**src/rtl/nibble_serial_adder.sv**
```systemverilog
// nibble_serial_adder
// Adds two W-bit operands (W = 4*NIBBLES) one 4-bit digit per clock, least
// significant nibble first, rippling the carry through a single register.
// The sum builds up in S; the top nibble's carry-out lands in C4 and is
// flagged by a one-cycle done pulse. S and C4 then hold until the next start.

module nibble_serial_adder #(
    parameter int unsigned NIBBLES = 4
) (
    input  logic                   clk,
    input  logic                   rst_n,
    input  logic                   start,
    input  logic [4*NIBBLES-1:0]   A,
    input  logic [4*NIBBLES-1:0]   B,
    input  logic                   C0,
    output logic                   ready,
    output logic                   busy,
    output logic [4*NIBBLES-1:0]   S,
    output logic                   C4,
    output logic                   done
);

    // The index only has to reach NIBBLES-1; keep at least one bit for NIBBLES=1.
    localparam int unsigned IDX_W = (NIBBLES > 1) ? $clog2(NIBBLES) : 1;
    localparam logic [IDX_W-1:0] LAST_IDX = IDX_W'(NIBBLES - 1);

    typedef enum logic [1:0] {
        IDLE = 2'd0,
        ADD  = 2'd1,
        DONE = 2'd2
    } state_t;

    state_t                       state_q, state_d;
    logic [NIBBLES-1:0][3:0]      a_q, a_d;
    logic [NIBBLES-1:0][3:0]      b_q, b_d;
    logic [NIBBLES-1:0][3:0]      s_q, s_d;
    logic [IDX_W-1:0]             idx_q, idx_d;
    logic                         carry_q, carry_d;
    logic                         c4_q, c4_d;
    logic [4:0]                   nib_sum;

    // One digit of the ripple: selected nibbles of A and B plus the running carry.
    always_comb begin
        nib_sum = {1'b0, a_q[idx_q]} + {1'b0, b_q[idx_q]} + {4'b0000, carry_q};
    end

    // Next-state and datapath updates for the IDLE -> ADD -> DONE sequence.
    always_comb begin
        state_d = state_q;
        a_d     = a_q;
        b_d     = b_q;
        s_d     = s_q;
        idx_d   = idx_q;
        carry_d = carry_q;
        c4_d    = c4_q;

        case (state_q)
            IDLE: begin
                if (start) begin
                    a_d     = A;
                    b_d     = B;
                    s_d     = '0;
                    carry_d = C0;
                    idx_d   = '0;
                    state_d = ADD;
                end
            end

            ADD: begin
                s_d[idx_q] = nib_sum[3:0];
                carry_d    = nib_sum[4];
                if (idx_q == LAST_IDX) begin
                    // Park the index at 0 instead of stepping past the top nibble.
                    c4_d    = nib_sum[4];
                    idx_d   = '0;
                    state_d = DONE;
                end else begin
                    idx_d = idx_q + IDX_W'(1);
                end
            end

            DONE: begin
                state_d = IDLE;
            end

            default: begin
                state_d = IDLE;
            end
        endcase
    end

    // State and datapath registers; reset abandons any addition in flight.
    always_ff @(posedge clk or negedge rst_n) begin
        if (!rst_n) begin
            state_q <= IDLE;
            a_q     <= '0;
            b_q     <= '0;
            s_q     <= '0;
            idx_q   <= '0;
            carry_q <= 1'b0;
            c4_q    <= 1'b0;
        end else begin
            state_q <= state_d;
            a_q     <= a_d;
            b_q     <= b_d;
            s_q     <= s_d;
            idx_q   <= idx_d;
            carry_q <= carry_d;
            c4_q    <= c4_d;
        end
    end

    // Status flags decode straight from the state register so reset clears them at once.
    always_comb begin
        ready = (state_q == IDLE);
        busy  = (state_q == ADD);
        done  = (state_q == DONE);
        S     = s_q;
        C4    = c4_q;
    end

endmodule
```
**config.mk**
```make
export PLATFORM = sky130hd
export DESIGN_NAME = nibble_serial_adder
export DESIGN_NICKNAME = d
export VERILOG_FILES = /design/src/rtl/nibble_serial_adder.sv
export SDC_FILE = /design/constraint.sdc
export NUM_CORES = 1
export LEC_CHECK = 0
export ABC_AREA = 1
export CORE_MARGIN = 10
export CORE_UTILIZATION = 43
export CTS_CLUSTER_SIZE = 10
export DETAILED_ROUTE_END_ITERATION = 16
export DONT_BUFFER_PORTS = 1
export SETUP_SLACK_MARGIN = 0.2
export SYNTH_ARGS = -nofsm -noshare
export SYNTH_HDL_FRONTEND = slang
export SYNTH_SLANG_ARGS = --single-unit
```
**constraint.sdc**
```tcl
create_clock -name clk -period 2.8 [get_ports clk]
set_input_delay 0.28 -clock clk [delete_from_list [all_inputs] [get_ports clk]]
set_output_delay 0.28 -clock clk [all_outputs]
set_load 0.05 [all_outputs]
```
== After elaboration in Yosys (flattened, before gate mapping) ==
Index checks and enable logic that the tools add are counted.
Storage, ports and cells
  output and inout port bits: 20
  bits in registers: 54
Cells by class
  equal/unequal tests: 5
  multiplexer cells: 17
  $lt $le $gt $ge: 2
  add/sub/neg operators: 3
  reduce and logical (&&, ||, !) cells: 7
Operator list (count)
  $pmux W16 S2: 1
  $bmux W4 S2: 2
  $bwmux W16: 1
  $mux W16: 1
  $mux W4: 3
  $demux W4 S2: 1
  $mux W2: 4
  $pmux W2 S2: 2
  $reduce_and A2 Y1: 4
  $add A4 B4 Y5: 1
  $add A5 B1 Y5: 1
  $eq A2 B2 Y1 const B: 2
  $lt A2 B3 Y1 const B: 1
  $add A2 B1 Y2 const B: 1
  $eq A2 B1 Y1 const B: 1
  $ge A2 B1 Y1 const B: 1
  $logic_not A2 Y1: 1
  $ne A2 B1 Y1 const B: 1
  $ne A2 B2 Y1 const B: 1
  $pmux W1 S2: 1
  $reduce_bool A2 Y1: 1
  $logic_and A1 B1 Y1: 1
  $mux W1: 1

== Logic depth before layout (Yosys ltp) ==
Gate-level depths: netlist of the first run.
  depth after elaboration: 6
  depth in mapped cells: 11

== Least setup slack after synthesis of the first run ==
Ideal clock, no wire load.
  path type: reg2reg
  start: register idx_q[0]
  end: register s_q, in the netlist S[14]
  path slack: 0.543 ns
  clock period less this slack: 2.257 ns
  stages on the path, launching flop included: 10
  required time: 2.671 ns
  data arrival time: 2.128 ns
  path through: dfrtp_1 > buf_2 > inv_1 > buf_4 > o21ai_0 > o22ai_1 > fa_1 > fa_1 > xnor2_1 > o21ai_0
Between the ends
  longest elaborated chain between the ends: 6
RTL lines
  from (decl): RTL line 37  | logic [IDX_W-1:0] idx_q, idx_d;
  from (signal assigned): RTL line 107  | idx_q <= idx_d;
  $bmux W4 S2 (tied with other cells): RTL line 44  | nib_sum = {1'b0, a_q[idx_q]} + {1'b0, b_q[idx_q]} + {4'b0000, carry_q};
  $mux W4 (not written as such) / $logic_and A1 B1 Y1 (equally long branches): RTL line 44, 70
  $add A4 B4 Y5 / $mux W4 (equally long branches): RTL line 44, 70
  $add A5 B1 Y5 / $demux W4 S2 (equally long branches): RTL line 44, 70
  $bwmux W16 *: RTL line 70  | s_d[idx_q] = nib_sum[3:0];
  $pmux W16 S2 *: RTL line 57  | case (state_q)
  to (signal assigned): RTL line 98  | s_q <= '0;
  to (signal assigned): RTL line 106  | s_q <= s_d;
  to (decl): RTL line 36  | logic [NIBBLES-1:0][3:0] s_q, s_d;
Mark *: on every way between the ends. The rest lies on a longest branch, timed or not. The select of a mux whose other input is x is not followed.
A chain may end at the register's enable or synchronous reset.

== Worst setup path after layout of the first run ==
Same ends and word-level chain as after synthesis.

==> metrics.log, run 1 <==
INFO  metric final_net_count = 344
INFO  metric post-synth-top-count-cell = sky130_fd_sc_hd__nand2_1
INFO  metric insertedDiodeCount = 0
INFO  metric ys_top_cells_by_count = sky130_fd_sc_hd__nand2_1 (115), sky130_fd_sc_hd__dfrtp_1 (54), sky130_fd_sc_hd__o21ai_0 (29)
INFO  metric yosys-top-cells-area = sky130_fd_sc_hd__dfrtp_1 (53%), sky130_fd_sc_hd__nand2_1 (17%), sky130_fd_sc_hd__o21ai_0 (5.7%)
INFO  metric drt-wirelength-per-cell = 15.9 um
INFO  metric cap_viol_max_count = 0
INFO  metric final_period_minus_worst_setup_slack = 2390 ps
INFO  metric fin_worst_skew = 11.3 ps
INFO  metric tritoncts_clock_tree = done
INFO  metric dp.cells = 356
INFO  metric worstRegToRegCells = 8
INFO  metric synth_fp_nets = 339
INFO  metric vias = 1876
INFO  metric worst_endpoint_data_arrival_time = 2590 ps
INFO  metric fmax = 418 MHz
INFO  metric slowest_stage = sky130_fd_sc_hd__dfrtp_2
INFO  metric floorplan.die.width = 96.8 um
INFO  metric report.final.setup_viol = 0
INFO  metric synthFlopType = sky130_fd_sc_hd__dfrtp_1
INFO  metric reg2reg_from = idx_q[0]
INFO  metric ys_warns = 0
INFO  metric setup_total_negative_slack = 0 ps
INFO  metric peakVddDrop = 0.517 mV
INFO  metric final_layout_size_suffix_gt1_frac = 0.100
INFO  metric ys_seq_area_frac = 0.532
INFO  metric number_of_antenna_violations_at_the_first_check_in_global_routing = 0
INFO  metric setup.reg_to_reg.worst_slack = 410 ps
INFO  metric die_height = 96.8 um
INFO  metric post_synth_xor_area_fraction = 0.00345
INFO  metric cp.buffers_inverters = 2
INFO  metric crit_fanout = 9
INFO  metric timing.setup.critical_path_class = reg2reg
INFO  metric worst_hold_path_type = in2reg
INFO  metric synth_largest_area_cell = sky130_fd_sc_hd__dfrtp_1
INFO  metric worst_setup_path_startpoint = idx_q[0]
INFO  metric crit_family = adder cells
INFO  metric grt_max_degree = 55
INFO  metric synth_enable_flop_cells = 0
INFO  metric hold_fails_final_rpt = 0
INFO  metric avgSynthCellArea = 8.63 sq um
INFO  metric port_buffers = 0
INFO  metric gr-usage-all-layers = 0.128
INFO  metric setup_repair_after_global_routing_missed_its_margin = false
INFO  metric portion_of_netlist_area_occupied_by_mux_cells = 0
INFO  metric timing.critical_path.mode_cell = sky130_fd_sc_hd__fa_1
INFO  metric 1st_pass_router_iterations = 4
INFO  metric drv_slew = 0
INFO  metric area.sequential = 1350 sq um
INFO  metric synth-simple-area-share = 0.278
INFO  metric design.die.area = 9380 sq um
INFO  metric hold_start = B[15]
INFO  metric min_delay_worst_endpoint = b_q[15]
INFO  metric grt-ovfl-total = 0
INFO  metric number_of_instances_in_the_synthesized_netlist = 294
INFO  metric detailedRoute.firstIterationViolations = 106
INFO  metric floorplan.core_area = 5610 sq um
INFO  metric fraction_of_the_mapped_netlist_area_in_adder_cells = 0.0503
INFO  metric synthToLayoutAreaGrowth = 8.77%
INFO  metric filler_cell_count = 575
INFO  metric clock_latency = 310 ps
INFO  metric synth-async-reset-ratio = 1.00
INFO  metric routed_wl = 5930 um
INFO  metric synth.distinct_cells = 20
INFO  metric post-route-util = 0.492
INFO  metric worst_hold_path.num_cells = 2
INFO  metric clock_root_cell = sky130_fd_sc_hd__clkbuf_8
INFO  metric crit_path_cell_trace = clkinvlp_4, buf_4, nor2_1, o22ai_1, fa_1, fa_1, xnor2_1, o21ai_0
INFO  metric drcViolationCount = 0
INFO  metric maximum_single_stage_delay_on_the_critical_path = 470 ps
INFO  metric outcome = complete, no violations
INFO  metric finalNonFillerCells = 372
INFO  metric largest_family_of_logic_cells_by_synthesized_area = simple AND/OR/NAND/NOR gates
INFO  metric number_of_synthesized_register_bits = 54
INFO  metric critPathLaunchType = flop
INFO  metric via_per_inst = 5.04
INFO  metric post-dp-hpwl = 4240 um
INFO  metric cts-htree-levels = 2
INFO  metric power.static_leakage = 1.43 nW
INFO  metric floorplan.initialDensity = 0.453
INFO  metric max-slew-margin-rel = 0.402
INFO  metric first_global_vias = 1979
INFO  metric detail-route-antenna-nets = 0
INFO  metric grt_pass1_wl = 10200 um
INFO  metric fp-row-count = 27
INFO  metric cellPowerDensity = 1470 nW/um^2
INFO  metric clock_buffer_count_from_cts = 5
INFO  metric clockBufferDepth = 2
INFO  metric finalCritPeriodShare = 0.855
INFO  metric synth_largest_type_area_fraction = 0.532
INFO  metric cp-end-kind = flop
INFO  metric syn-cell-area = 2540 sq um
INFO  metric tritoncts_num_sinks = 54
INFO  metric crit_required = 2990 ps
INFO  metric worst_setup_hold_path_clk_slew = 100 ps
INFO  metric crit-reg2reg-capture = S[14]
INFO  metric pin_count = 56
INFO  metric synth-compound-area-share = 0.0808
INFO  metric multi_input_comb_area = 1050 sq um
INFO  metric placer_congestion = 0.834
INFO  metric worstMarginPinSlew = 894 ps
## per-stage QoR
step | power (W) | setup slack, ps | cell area, sq um | hold WS [ps]
after floorplan | 0.00304 | 543 | 2540 | -15.6
final | 0.00405 | 406 | 2760 | 76.6
after detailed placement | 0.00345 | 299 | 2560 | -12.7
after global routing | 0.00446 | 224 | 2760 | 61.5
after CTS | 0.00399 | 307 | 2710 | 67.8
after global placement | 0.00340 | 434 | 2560 | -13.1
## worst max path at each step
stage	to	slack [ps]	cells past startpoint
final	S[14]	410	8
after CTS	S[14]	310	7
after global routing	S[14]	220	7
after floorplan	S[14]	540	9
after global placement	S[2]	430	7
after detailed placement	S[14]	300	7
## layout by cell type (no fill, tap or decap)
cell                            instances
sky130_fd_sc_hd__ha_1                   7
sky130_fd_sc_hd__xnor2_1                1
sky130_fd_sc_hd__nand2_2                1
sky130_fd_sc_hd__nand2_4                4
sky130_fd_sc_hd__clkinvlp_4             1
sky130_fd_sc_hd__inv_1                 11
sky130_fd_sc_hd__dfrtp_1               52
sky130_fd_sc_hd__o21ai_0               29
sky130_fd_sc_hd__inv_4                  1
sky130_fd_sc_hd__nand3_1               25
sky130_fd_sc_hd__nor2_4                 3
sky130_fd_sc_hd__dlygate4sd3_1          1
sky130_fd_sc_hd__a21oi_1                2
sky130_fd_sc_hd__clkinv_2               2
sky130_fd_sc_hd__clkbuf_8               5
sky130_fd_sc_hd__o22ai_1                8
sky130_fd_sc_hd__fa_1                   2
sky130_fd_sc_hd__buf_16                 1
sky130_fd_sc_hd__nor2_1                17
sky130_fd_sc_hd__clkinv_4               1
sky130_fd_sc_hd__bufinv_16              1
sky130_fd_sc_hd__nand2_1              115
sky130_fd_sc_hd__dfrtp_2                2
sky130_fd_sc_hd__buf_4                  8
## state kept, by name (all words and copies together) (netlist names)
signal,cells
carry_q,1
idx_q,2
a_q,16
state_q,2
b_q,16
S,16
C4,1
## layout make-up
cell class                 count  share of cell area
clock inverter                 3              0.0145
multi-input combinational    214               0.379
inverter                      14              0.0231
tap                           72              0.0326
clock buffer                   5              0.0249
sequential                    54               0.490
timing repair buffer          10              0.0353
## kinds of logic (layout without fill, tap and decap cells)
kind of cell	count (synthesis)	in the layout
AOI/OAI and AO/OA	39	39
DFF	54	54
adders and majority gates	9	9
xor gates and xnor gates	1	1
and+or+nand+nor	165	165
buffers and inverters	26	32
## per-layer routing
metal | vias up | wire (um) | track usage
li1 | 955 | - | -
met1 | 861 | 2760 | 0.165
met2 | 52 | 2660 | 0.190
met3 | 8 | 428 | 0.0518
met4 | 0 | 75 | 0.0383
met5 | - | 0 | 0
## power breakdown
part / internal, W / switching (W) / total, W
combinational: 0.000639 / 0.00121 / 0.00185
sequential: 0.00113 / 0.000557 / 0.00168
clock: 0.000264 / 0.000251 / 0.000514
## timing repair
action / 4_1_cts / 5_1_grt
hold buffers: 2 / 0
endpoints found under the setup margin: 0 / 8
resized for setup: 0 / 3
buffers inserted: 0 / 6
endpoints found under the hold margin: 54 / 0
Power figures use the tool's default switching activity.
==> run 2: changes to the inputs <==
- CAP_MARGIN: not set -> 15
- PLACE_DENSITY_LB_ADDON: not set -> 0.3
- RECOVER_POWER: not set -> 100
==> metrics.log, run 2 (synthesized netlist as in run 1, its figures left out) <==
INFO  metric outcome = complete, no violations (unchanged)
INFO  metric slowest_stage = sky130_fd_sc_hd__dfrtp_2 (unchanged)
INFO  metric detailedRoute.firstIterationViolations = 71 (was 106)
INFO  metric critPathLaunchType = flop (unchanged)
INFO  metric crit_required = 2980 ps (was 2990 ps)
INFO  metric final_cell_area = 2680 sq um (was 2760 sq um)
INFO  metric tritoncts_num_sinks = 54 (unchanged)
INFO  metric vias = 1885 (was 1876)
INFO  metric worst_endpoint_data_arrival_time = 2630 ps (was 2590 ps)
INFO  metric placer_congestion = 0.766 (was 0.834)
INFO  metric number_of_antenna_violations_at_the_first_check_in_global_routing = 0 (unchanged)
INFO  metric tritoncts_clock_tree = done (unchanged)
INFO  metric final_common_cell = sky130_fd_sc_hd__nand2_1 (unchanged)
INFO  metric worst_hold_slack = 81.6 ps (was 76.6 ps)
INFO  metric port_buffers = 0 (unchanged)
INFO  metric post-dp-hpwl = 4170 um (was 4240 um)
INFO  metric power.static_leakage = 1.39 nW (was 1.43 nW)
INFO  metric worstMarginPinSlew = 1320 ps (was 894 ps)
INFO  metric clock_root_cell = sky130_fd_sc_hd__clkbuf_8 (unchanged)
INFO  metric final_period_minus_worst_setup_slack = 2460 ps (was 2390 ps)
INFO  metric report.final.setup_viol = 0 (unchanged)
INFO  metric clock_latency = 300 ps (was 310 ps)
INFO  metric max-slew-margin-rel = 0.117 (was 0.402)
INFO  metric detail-route-antenna-nets = 0 (unchanged)
INFO  metric cp-end-kind = flop (unchanged)
INFO  metric placed_cell_area = 2560 sq um (unchanged)
INFO  metric pin_count = 56 (unchanged)
INFO  metric floorplan.die.width = 96.8 um (unchanged)
INFO  metric grt_max_degree = 55 (unchanged)
INFO  metric cts-htree-levels = 2 (unchanged)
INFO  metric drcViolationCount = 0 (unchanged)
INFO  metric hold_fails_final_rpt = 0 (unchanged)
INFO  metric via_per_inst = 5.12 (was 5.04)
INFO  metric filler_cell_count = 584 (was 575)
INFO  metric fmax = 407 MHz (was 418 MHz)
INFO  metric grt_pass1_wl = 9740 um (was 10200 um)
INFO  metric clockBufferDepth = 2 (unchanged)
INFO  metric timing.setup.critical_path_class = reg2reg (unchanged)
INFO  metric fp-row-count = 27 (unchanged)
INFO  metric die_height = 96.8 um (unchanged)
INFO  metric setup_repair_after_global_routing_missed_its_margin = false (unchanged)
INFO  metric floorplan.core_area = 5610 sq um (unchanged)
INFO  metric layout_common_cells = sky130_fd_sc_hd__nand2_1 (115), sky130_fd_sc_hd__dfrtp_1 (52), sky130_fd_sc_hd__o21ai_0 (29) (unchanged)
INFO  metric final_layout_size_suffix_gt1_frac = 0.0777 (was 0.100)
INFO  metric worst_hold_path_type = in2reg (unchanged)
INFO  metric fin_worst_skew = 2.94 ps (was 11.3 ps)
INFO  metric clock_buffer_count_from_cts = 5 (unchanged)
INFO  metric peakVddDrop = 0.589 mV (was 0.517 mV)
INFO  metric crit_fanout = 12 (was 9)
INFO  metric routed_wl = 5790 um (was 5930 um)
INFO  metric gr-usage-all-layers = 0.122 (was 0.128)
INFO  metric maximum_single_stage_delay_on_the_critical_path = 500 ps (was 470 ps)
INFO  metric area.sequential = 1350 sq um (unchanged)
INFO  metric finalCritPeriodShare = 0.877 (was 0.855)
INFO  metric 1st_pass_router_iterations = 4 (unchanged)
INFO  metric drt-wirelength-per-cell = 15.7 um (was 15.9 um)
INFO  metric final_net_count = 340 (was 344)
INFO  metric setup_total_negative_slack = 0 ps (unchanged)
INFO  metric floorplan.initialDensity = 0.453 (unchanged)
INFO  metric crit_path_cell_trace = clkinvlp_4, o21ai_0, o22ai_1, fa_1, fa_1, xnor2_1, o21ai_0 (was clkinvlp_4, buf_4, nor2_1, o22ai_1, fa_1, fa_1, xnor2_1, o21ai_0)
INFO  metric synthToLayoutAreaGrowth = 5.37% (was 8.77%)
INFO  metric cellPowerDensity = 1460 nW/um^2 (was 1470 nW/um^2)
INFO  metric design.die.area = 9380 sq um (unchanged)
INFO  metric cap_viol_max_count = 0 (unchanged)
INFO  metric grt-ovfl-total = 0 (unchanged)
INFO  metric drv_slew = 0 (unchanged)
INFO  metric worst_setup_hold_path_clk_slew = 90 ps (was 100 ps)
INFO  metric first_global_vias = 1915 (was 1979)
INFO  metric insertedDiodeCount = 0 (unchanged)
INFO  metric multi_input_comb_area = 1040 sq um (was 1050 sq um)
==> run 2: through the flow <==
step,total power [W],utilization,cells,setup WS [ps]
2_1_floorplan,0.00304,-,294,543
6_report,0.00391,0.477,368,343
4_1_cts,0.00395,0.483,368,242
3_5_place_dp,0.00346,0.457,356,182
5_1_grt,0.00429,0.477,368,203
3_3_place_gp,0.00338,0.457,356,380
==> run 2: routing by layer <==
| metal | share of wire | routed length [um] | vias to the layer above | GRT usage |
|---|---|---|---|---|
| li1 | - | - | 939 | - |
| met5 | 0 | 0 | - | 0 |
| met1 | 0.46 | 2680 | 889 | 0.155 |
| met3 | 0.074 | 428 | 4 | 0.0447 |
| met2 | 0.46 | 2640 | 53 | 0.187 |
| met4 | 0.0069 | 40 | 0 | 0.0349 |
==> run 2: cell type report <==
cell class	count	share of cell area
repair buffers	6	0.0159
multi-input cells	214	0.389
clock inverters	1	0.00187
flip-flops and latches	54	0.506
inverters	14	0.0215
clock buffers	7	0.0323
well taps	72	0.0337
==> run 2: worst max-delay path: cells and delay by family, from the launching register on <==
family	cells	cell delay, ps
compound gates	3	460
fa+ha+maj	2	870
xor+xnor	1	320
buf+inv	1	190
flops	1	500
==> run 2: where the power goes <==
group	switching (W)	total (W)	internal, W	leakage [nW]
combinational	0.00118	0.00179	0.000601	0.659
sequential	0.000554	0.00168	0.00113	0.681
clock	0.000247	0.000447	0.000200	0.0482
total	0.00199	0.00391	0.00193	1.39
==> run 2: repair_timing <==
item,CTS,global route
gates resized for setup,1,2
hold buffers,2,0
cloned,0,0
hold endpoints to repair,54,0
setup buffers,2,0
endpoints found under the setup margin,4,5
==> run 2: worst paths after layout <==
kind,startpoint,to,slack (ps),depth (start not counted)
max in group asynchronous,rst_n,idx_q[0],1100,2
worst max-delay path,idx_q[0],S[10],340,7
worst min register to register,b_q[4],b_q[4],490,2
worst min-delay path,A[4],a_q[4],80,2
worst max register to register,idx_q[0],S[10],340,7
min in group asynchronous,rst_n,S[12],830,2
==> run 3: changes to the inputs <==
- REMOVE_ABC_BUFFERS: not set -> 1
==> metrics.log, run 3 (synthesized netlist as in run 1, its figures left out) <==
INFO  metric finalCritPeriodShare = 0.864 (was 0.877)
INFO  metric tritoncts_clock_tree = done (unchanged)
INFO  metric crit_required = 2980 ps (about the same)
INFO  metric power_frac_clock = 0.108 (was 0.114)
INFO  metric power.static_leakage = 1.37 nW (was 1.39 nW)
INFO  metric post-dp-hpwl = 4080 um (was 4170 um)
INFO  metric final_net_count = 339 (was 340)
INFO  metric peakVddDrop = 0.536 mV (was 0.589 mV)
INFO  metric hold_start = A[13] (was A[4])
INFO  metric first_global_vias = 1900 (was 1915)
INFO  metric detail-route-antenna-nets = 0 (unchanged)
INFO  metric power.share.sequential = 0.434 (was 0.429)
INFO  metric grt-ovfl-total = 0 (unchanged)
INFO  metric fp-row-count = 27 (unchanged)
INFO  metric fin_worst_skew = 11.3 ps (was 2.94 ps)
INFO  metric report.final.setup_viol = 0 (unchanged)
INFO  metric clock_root_cell = sky130_fd_sc_hd__clkbuf_8 (unchanged)
INFO  metric cellPowerDensity = 1460 nW/um^2 (about the same)
INFO  metric maximum_single_stage_delay_on_the_critical_path = 820 ps (was 500 ps)
INFO  metric placed_cell_area = 2570 sq um (was 2560 sq um)
INFO  metric final_layout_size_suffix_gt1_frac = 0.0578 (was 0.0777)
INFO  metric synthToLayoutAreaGrowth = 3.84% (was 5.37%)
INFO  metric swShare = 0.511 (was 0.507)
INFO  metric drt-wirelength-per-cell = 15.8 um (was 15.7 um)
INFO  metric clockBufferDepth = 2 (unchanged)
INFO  metric cts-htree-levels = 2 (unchanged)
INFO  metric drcViolationCount = 0 (unchanged)
INFO  metric gr-usage-all-layers = 0.126 (was 0.122)
INFO  metric crit_path_cell_trace = nor2_1, nand2_4, clkbuf_2, nand3_1, o21ai_0 (was clkinvlp_4, o21ai_0, o22ai_1, fa_1, fa_1, xnor2_1, o21ai_0)
INFO  metric fmax = 414 MHz (was 407 MHz)
INFO  metric cts_post_setup_buffers_inserted = 0 (was 2)
INFO  metric setup_total_negative_slack = 0 ps (unchanged)
INFO  metric placer_congestion = 0.834 (was 0.766)
INFO  metric outcome = complete, no violations (unchanged)
INFO  metric vias = 1857 (was 1885)
INFO  metric routed_wl = 5780 um (was 5790 um)
INFO  metric worst_setup_path_startpoint = state_q[0] (was idx_q[0])
INFO  metric insertedDiodeCount = 0 (unchanged)
INFO  metric area.sequential = 1350 sq um (about the same)
INFO  metric floorplan.core_area = 5610 sq um (unchanged)
INFO  metric layout_common_cells = sky130_fd_sc_hd__nand2_1 (115), sky130_fd_sc_hd__dfrtp_1 (53), sky130_fd_sc_hd__o21ai_0 (29) (was sky130_fd_sc_hd__nand2_1 (115), sky130_fd_sc_hd__dfrtp_1 (52), sky130_fd_sc_hd__o21ai_0 (29))
INFO  metric reg2reg_from = state_q[0] (was idx_q[0])
INFO  metric worstMarginPinSlew = 1350 ps (was 1320 ps)
INFO  metric worst_hold_slack = 79.3 ps (was 81.6 ps)
INFO  metric switchingPower = 0.00196 W (was 0.00199 W)
INFO  metric crit_fanout = 49 (was 12)
INFO  metric floorplan.initialDensity = 0.453 (unchanged)
INFO  metric worst_hold_path_type = in2reg (unchanged)
INFO  metric worst_setup_hold_path_clk_slew = 100 ps (was 90 ps)
INFO  metric number_of_antenna_violations_at_the_first_check_in_global_routing = 0 (unchanged)
INFO  metric grt_max_degree = 55 (unchanged)
INFO  metric multi_input_comb_area = 1030 sq um (was 1040 sq um)
INFO  metric drv_slew = 0 (unchanged)
INFO  metric design.die.area = 9380 sq um (unchanged)
INFO  metric cp-end-kind = flop (unchanged)
INFO  metric floorplan.die.width = 96.8 um (unchanged)
INFO  metric max-slew-margin-rel = 0.102 (was 0.117)
INFO  metric timing.setup.critical_path_class = reg2reg (unchanged)
INFO  metric cap_viol_max_count = 0 (unchanged)
INFO  metric hold_fails_final_rpt = 0 (unchanged)
INFO  metric die_height = 96.8 um (unchanged)
INFO  metric setup_repair_after_global_routing_missed_its_margin = false (unchanged)
INFO  metric filler_cell_count = 589 (was 584)
INFO  metric internal-power = 0.00188 W (was 0.00193 W)
INFO  metric final_period_minus_worst_setup_slack = 2420 ps (was 2460 ps)
INFO  metric slowest_stage = sky130_fd_sc_hd__nor2_1 (was sky130_fd_sc_hd__dfrtp_2)
INFO  metric clock_latency = 300 ps (about the same)
INFO  metric tritoncts_num_sinks = 54 (unchanged)
INFO  metric grt_pass1_wl = 9980 um (was 9740 um)
INFO  metric port_buffers = 0 (unchanged)
INFO  metric worst_endpoint_data_arrival_time = 2600 ps (was 2630 ps)
INFO  metric clock_buffer_count_from_cts = 5 (unchanged)
INFO  metric via_per_inst = 5.07 (was 5.12)
INFO  metric critPathLaunchType = flop (unchanged)
INFO  metric final_cell_area = 2640 sq um (was 2680 sq um)
INFO  metric final_common_cell = sky130_fd_sc_hd__nand2_1 (unchanged)
INFO  metric 1st_pass_router_iterations = 4 (unchanged)
INFO  metric power.share.combinational = 0.458 (was 0.456)
INFO  metric detailedRoute.firstIterationViolations = 93 (was 71)
INFO  metric pin_count = 56 (unchanged)
## run 3: changes by cell type in the layout (fill, tap and decap cells not counted)
cell,change
sky130_fd_sc_hd__buf_4,-2
sky130_fd_sc_hd__clkbuf_1,+2
sky130_fd_sc_hd__clkbuf_8,-1
sky130_fd_sc_hd__clkinv_2,-1
sky130_fd_sc_hd__clkinvlp_4,-1
sky130_fd_sc_hd__dfrtp_1,+1
sky130_fd_sc_hd__dfrtp_2,-1
sky130_fd_sc_hd__inv_2,+1
sky130_fd_sc_hd__nor2_1,+1
sky130_fd_sc_hd__nor2_4,-1
## run 3: critical path: cells and delay by family (launching register included)
family	cells	cell delay, ps
flops	1	410
compound gates	1	110
buf+inv	1	580
simple gates	3	1150
## run 3: path summary, 6_finish.rpt
check	to	slack, ps	cells past startpoint
worst max-delay path	S[5]	380	5
worst min-delay path	a_q[13]	80	2
worst max register to register	S[5]	380	5
worst min register to register	b_q[9]	480	2
max in group asynchronous	idx_q[1]	1080	2
min in group asynchronous	S[12]	810	2
## run 3: power by group through the flow
stage	logic, W	clock network, W	registers [W]
2_1_floorplan	0.00136	0	0.00161
3_3_place_gp	0.00171	0	0.00169
3_5_place_dp	0.00177	0	0.00170
4_1_cts	0.00180	0.000430	0.00168
5_1_grt	0.00205	0.000464	0.00172
6_report	0.00176	0.000415	0.00167
## run 3: area by class of cell
cell class              instances  area share
well taps                      72      0.0342
multi-input cells             214       0.392
flip-flops and latches         54       0.513
repair buffers                  5      0.0119
inverters                      14      0.0204
clock buffers                   7      0.0290
## run 3: per-stage QoR
stage,worst slack [ps],util,power (W),std cells
after floorplan,388,-,0.00297,282
after global placement,515,0.459,0.00340,357
after detailed placement,376,0.459,0.00346,357
after CTS,344,0.479,0.00392,366
after global routing,188,0.470,0.00423,366
final,382,0.470,0.00384,366
## run 3: layer usage
layer  track usage  up-vias  share of wire
met5             0        -              0
met4        0.0406        0         0.0052
met3        0.0525        2          0.081
met2         0.184       50           0.44
met1         0.164      863           0.48
li1              -      942              -
## run 3: timing repair
action,4_1_cts,5_1_grt
setup endpoints to repair,0,4
hold endpoints to repair,54,0
gates resized for setup,0,1
hold buffers,2,0
